--- src/rtl/uart_arbiter.sv ---
// uart_arbiter: shares one UART transfer port between two requesters.
// Round-robin owner selection in IDLE, request issue until the UART accepts,
// then wait for completion. Per-requester accept/done pulses are combinational
// copies of the UART pulses, steered to the current owner only.
module uart_arbiter #(
    parameter int LEN_WORD = 32
) (
    input  logic                clk,
    input  logic                rstn,
    input  logic                r0_order,
    input  logic [1:0]          r0_size,
    input  logic                r0_write,
    input  logic [LEN_WORD-1:0] r0_o_data,
    output logic                r0_accepted,
    output logic                r0_done,
    output logic [LEN_WORD-1:0] r0_r_data,
    input  logic                r1_order,
    input  logic [1:0]          r1_size,
    input  logic                r1_write,
    input  logic [LEN_WORD-1:0] r1_o_data,
    output logic                r1_accepted,
    output logic                r1_done,
    output logic [LEN_WORD-1:0] r1_r_data,
    output logic                uart_order,
    output logic [1:0]          uart_size,
    output logic                uart_write,
    output logic [LEN_WORD-1:0] uart_o_data,
    input  logic                uart_accepted,
    input  logic                uart_done,
    input  logic [LEN_WORD-1:0] uart_r_data,
    output logic                grant,
    output logic                busy
);

    typedef enum logic [1:0] {
        IDLE  = 2'd0,
        ISSUE = 2'd1,
        WAIT  = 2'd2
    } state_t;

    state_t              state;
    state_t              state_nxt;
    logic                last_owner;
    logic                pick;
    logic                any_order;
    logic                xfer_end;
    logic [1:0]          lat_size;
    logic                lat_write;
    logic [LEN_WORD-1:0] lat_data;

    // Owner selection: on a tie the requester that did not own last wins.
    always_comb begin
        any_order = r0_order | r1_order;
        if (r0_order && r1_order)
            pick = ~last_owner;
        else
            pick = r1_order;
        // A transfer ends on done in WAIT, or on accept+done together in ISSUE.
        xfer_end = ((state == ISSUE) && uart_accepted && uart_done) ||
                   ((state == WAIT) && uart_done);
    end

    // State register.
    always_ff @(posedge clk) begin
        if (!rstn)
            state <= IDLE;
        else
            state <= state_nxt;
    end

    // Next-state logic; UART pulses in IDLE and accepts in WAIT are ignored.
    always_comb begin
        state_nxt = state;
        case (state)
            IDLE:    if (any_order) state_nxt = ISSUE;
            ISSUE:   if (uart_accepted) state_nxt = uart_done ? IDLE : WAIT;
            WAIT:    if (uart_done) state_nxt = IDLE;
            default: state_nxt = IDLE;
        endcase
    end

    // Grant, round-robin history and the latched transfer fields.
    always_ff @(posedge clk) begin
        if (!rstn) begin
            grant      <= 1'b0;
            last_owner <= 1'b1;
            lat_size   <= 2'b00;
            lat_write  <= 1'b0;
            lat_data   <= '0;
        end else begin
            if ((state == IDLE) && any_order) begin
                grant     <= pick;
                lat_size  <= pick ? r1_size   : r0_size;
                lat_write <= pick ? r1_write  : r0_write;
                lat_data  <= pick ? r1_o_data : r0_o_data;
            end
            if (xfer_end)
                last_owner <= grant;
        end
    end

    // UART request side and per-requester pulse/data steering.
    always_comb begin
        busy        = (state != IDLE);
        uart_order  = (state == ISSUE);
        uart_write  = busy ? lat_write : 1'b0;
        uart_size   = lat_size;
        uart_o_data = lat_data;
        r0_accepted = uart_accepted && (state == ISSUE) && !grant;
        r1_accepted = uart_accepted && (state == ISSUE) && grant;
        r0_done     = uart_done && busy && !grant;
        r1_done     = uart_done && busy && grant;
        r0_r_data   = (busy && !grant) ? uart_r_data : '0;
        r1_r_data   = (busy && grant)  ? uart_r_data : '0;
    end

endmodule

--- config.mk ---
export PLATFORM = sky130hd
export DESIGN_NAME = uart_arbiter
export DESIGN_NICKNAME = d
export VERILOG_FILES = /design/src/rtl/uart_arbiter.sv
export SDC_FILE = /design/constraint.sdc
export NUM_CORES = 1
export LEC_CHECK = 0
export ABC_CLOCK_PERIOD_IN_PS = 1610
export CAP_MARGIN = 10
export CORE_ASPECT_RATIO = 1.75
export CORE_MARGIN = 10
export CORE_UTILIZATION = 31
export CTS_CLUSTER_SIZE = 40
export DETAILED_ROUTE_END_ITERATION = 8
export PLACE_DENSITY = 0.81
export SLEW_MARGIN = 20
export SYNTH_ARGS = -nofsm -noshare
export SYNTH_HDL_FRONTEND = slang
export SYNTH_SLANG_ARGS = --single-unit
--- constraint.sdc ---
create_clock -name clk -period 1.61 [get_ports clk]
set_input_delay 0.322 -clock clk [delete_from_list [all_inputs] [get_ports clk]]
set_output_delay 0.322 -clock clk [all_outputs]
set_load 0.005 [all_outputs]
==> impl_metrics.py <==
metrics = {
    "detailed_routing": {
        "via_per_inst": 5.12,
        "drt-initial-drc-count": 100,
        "routedWlPerCell_microns": 20.0,
        "wirelength_mm": 12.2,
        "drt.antenna.violating_nets": 0,
        "firstDrtPassIters": 4,
        "dr_total_vias": 3132,
        "drc": 0,
    },
    "worst_setup_path": {
        "cp_max_fo": 10,
        "cp_slowest_cell": "dfxtp_4",
        "worstPathArrival_ns": 1.52,
        "crit_top_cell": "nor2_4",
        "start_kind": "flop",
        "crit_buf_inv": 4,
        "cp.required_ns": 1.29,
        "critical_path.top_delay_family": "buffers and inverters",
        "slowest_delay_ns": 0.35,
        "end_kind": "output pin",
        "path_cells": "nor2_4 > buf_4 > nor2_4 > buf_12 > clkbuf_16 > and2_1 > dlymetal6s2s_1",
        "path_class": "flop to output pin",
    },
    "synthesis": {
        "synth_seq_area_share_pct": 33.1,
        "avgSynthCellArea_sq_um": 7.79,
        "netlist.area_leader.share_pct": 33.1,
        "synth_top_cell_by_area": "dfxtp_1",
        "synth_nets": 411,
        "syn_inst": 303,
        "synth_area_sq_um": 2360,
        "yosys-top-cells-area": "dfxtp_1 33%, nand2_1 11%, a311oi_1 10%",
        "yosysWarningCount": 0,
        "synth_cell_types": 27,
        "ys_ff_latch": 39,
    },
    "grt": {
        "grt_pass1_vias": 3127,
        "track_usage_pct": 18.9,
        "grt_overflow": 0,
        "grt_util_met2_pct": 35.3,
        "grtUsageMet3_pct": 5.84,
        "antenna_found_initial": 0,
        "grt_first_pass_wirelength_mm": 17.9,
        "grt_util_met1_pct": 19.8,
        "grt_start_max_net_pins": 36,
        "grt.busiest_layer": "met2",
    },
    "pwr": {
        "power.leakage_uw": 0.00244,
        "power.density_nw_per_um2": 734,
        "p_total_uw": 3690,
        "vdd_drop_max_mv": 0.608,
    },
    "sta": {
        "finalSetupTns_ns": -6.86,
        "slew_violations": 0,
        "fin_ws_ns": -0.236,
        "setup_viol": 56,
        "relSlewSlack_pct": 84.3,
        "post-route-period-util_pct": 115,
        "worstMarginPinSlew_ns": 0.234,
        "fin_skew_ns": 0.00562,
        "final-hold-violation-count": 0,
        "finalHoldWorstSlack_ns": 0.488,
        "fin_crit_ns": 1.85,
        "fmax_ghz": 0.542,
        "rsz0062_at_grt": "true",
    },
    "floorplan": {
        "die_h_microns": 135,
        "core-area_sq_um": 7510,
        "start_util_pct": 31.4,
        "io_pins": 214,
        "dieArea_sq_um": 11600,
        "rows": 42,
        "die_width_microns": 86.0,
    },
    "finish": {
        "fin_nets": 631,
        "area_delta_synth_final_pct": 113,
        "layout-drive-gt1-share_pct": 23.9,
        "fillers": 630,
        "antennaDiodeCount": 0,
        "fin_area_sq_um": 5020,
        "multi_input_area_sq_um": 1460,
        "post-route-util_pct": 66.8,
        "seq_area_sq_um": 790,
    },
    "clocking": {
        "cts_root_buf": "clkbuf_16",
        "clk_pin_slew_ns": 0.05,
        "cts_made_buffers": 5,
        "cts_max_level": 2,
        "cts_hold_buf": 0,
        "cts_tree": "built",
        "insertion_delay_ns": 0.28,
        "cts_sinks": 39,
        "clk_path_buf_depth": 2,
    },
    "place": {
        "dpl-instance-area_sq_um": 4670,
        "hpwl_mm": 9.49,
        "numPortBuffers": 213,
        "place_congestion": 0.862,
    },
    "run": {
        "cap_violations": 0,
    },
    "run_status": {
        "violations": "negative setup slack",
        "status": "finished with violations",
    },
    "min_path": {
        "hp-class": "input port to flop",
    },
}
[per-stage QoR]
stage	setup WS, ns	instances
after floorplan	0.275	303
after global placement	-0.319	593
after detailed placement	-0.291	593
after CTS	-0.360	607
after global routing	-0.279	612
final	-0.236	612
[kinds of logic (layout without fill, tap and decap cells)]
group	Yosys count	count (layout)	share of synthesized area (%)
AO/OA/AOI/OAI	78	78	25.2
buffers and inverters	34	255	9.17
AND/OR/NAND/NOR	152	152	32.6
flip-flops	39	39	33.1
[cell usage in the layout, fill, tap and decap left out, types with 2 or more instances in the layout]
master and n:
clkbuf_2 18, a311oi_2 7, dlymetal6s2s_1 19, dfxtp_4 2, a21oi_1 37, nor2_1 2, nor2b_1 2, dlygate4sd2_1 3
dfxtp_1 36, clkdlybuf4s50_1 139, nor2_4 3, buf_4 10, nand2_1 72, buf_6 24, and3_4 14, buf_2 16
and3_1 20, clkbuf_16 7, and2_1 32, a311oi_1 28, buf_12 10, and2_4 3
[timing repair]
item	CTS	global route
gates resized for setup	144	124
pin swaps	1	4
cloned	2	2
hold endpoints to repair	0	0
setup endpoints to repair	72	72
buffers inserted	4	7
[registers in the layout, summed over array words and instances, names as in the netlist]
signal       cells
grant            1
last_owner       1
lat_write        1
state            2
uart_o_data     32
uart_size        2
[metal layers]
layer	part of all wire, %	up-vias
li1	-	1513
met1	36	1459
met2	54	144
met3	7.5	16
met4	2.1	0
met5	0	-
[worst min-delay path, stage by stage]
cell and delay, ns:
dlymetal6s2s_1 0.17, nor2b_1 0.08, o21a_1 0.16
[where the power goes]
part,switching (uW),total (uW),internal [uW]
clock,386,1160,778
combinational,556,1390,834
sequential,59.6,1130,1070
total,1000,3690,2680
[final cells by class]
type / instances / area share, %
multi-input combinational: 230 / 29.0
clock inverter: 2 / 0.772
clock buffer: 6 / 2.77
tap: 88 / 2.19
inverter: 3 / 0.274
timing repair buffer: 244 / 49.3
sequential: 39 / 15.7
[path summary, 6_finish.rpt]
| path | start | end | slack [ns] | cells after the start |
|---|---|---|---|---|
| worst max-delay path | state[1] | r0_r_data[25] | -0.24 | 7 |
| worst min-delay path | uart_accepted | state[0] | 0.49 | 3 |
| worst max register to register | state[1] | lat_write | 0.26 | 5 |
| worst min register to register | uart_size[0] | uart_size[0] | 0.51 | 2 |
[Yosys cell counts]
library cell / instances
a21bo_1: 1
a21boi_4: 1
a21oi_1: 37
a221o_1: 1
a311oi_1: 28
a311oi_2: 7
and2_1: 35
and3_1: 34
buf_1: 1
buf_2: 5
buf_4: 4
buf_6: 9
clkbuf_1: 12
dfxtp_1: 39
inv_1: 1
inv_2: 2
nand2_1: 72
nand3_1: 1
nor2_1: 2
nor2_2: 2
nor2_4: 1
nor2b_1: 3
nor3_1: 1
o211ai_1: 1
o21a_1: 1
o21ai_0: 1
or2_1: 1
Power figures use the tool's default switching activity.
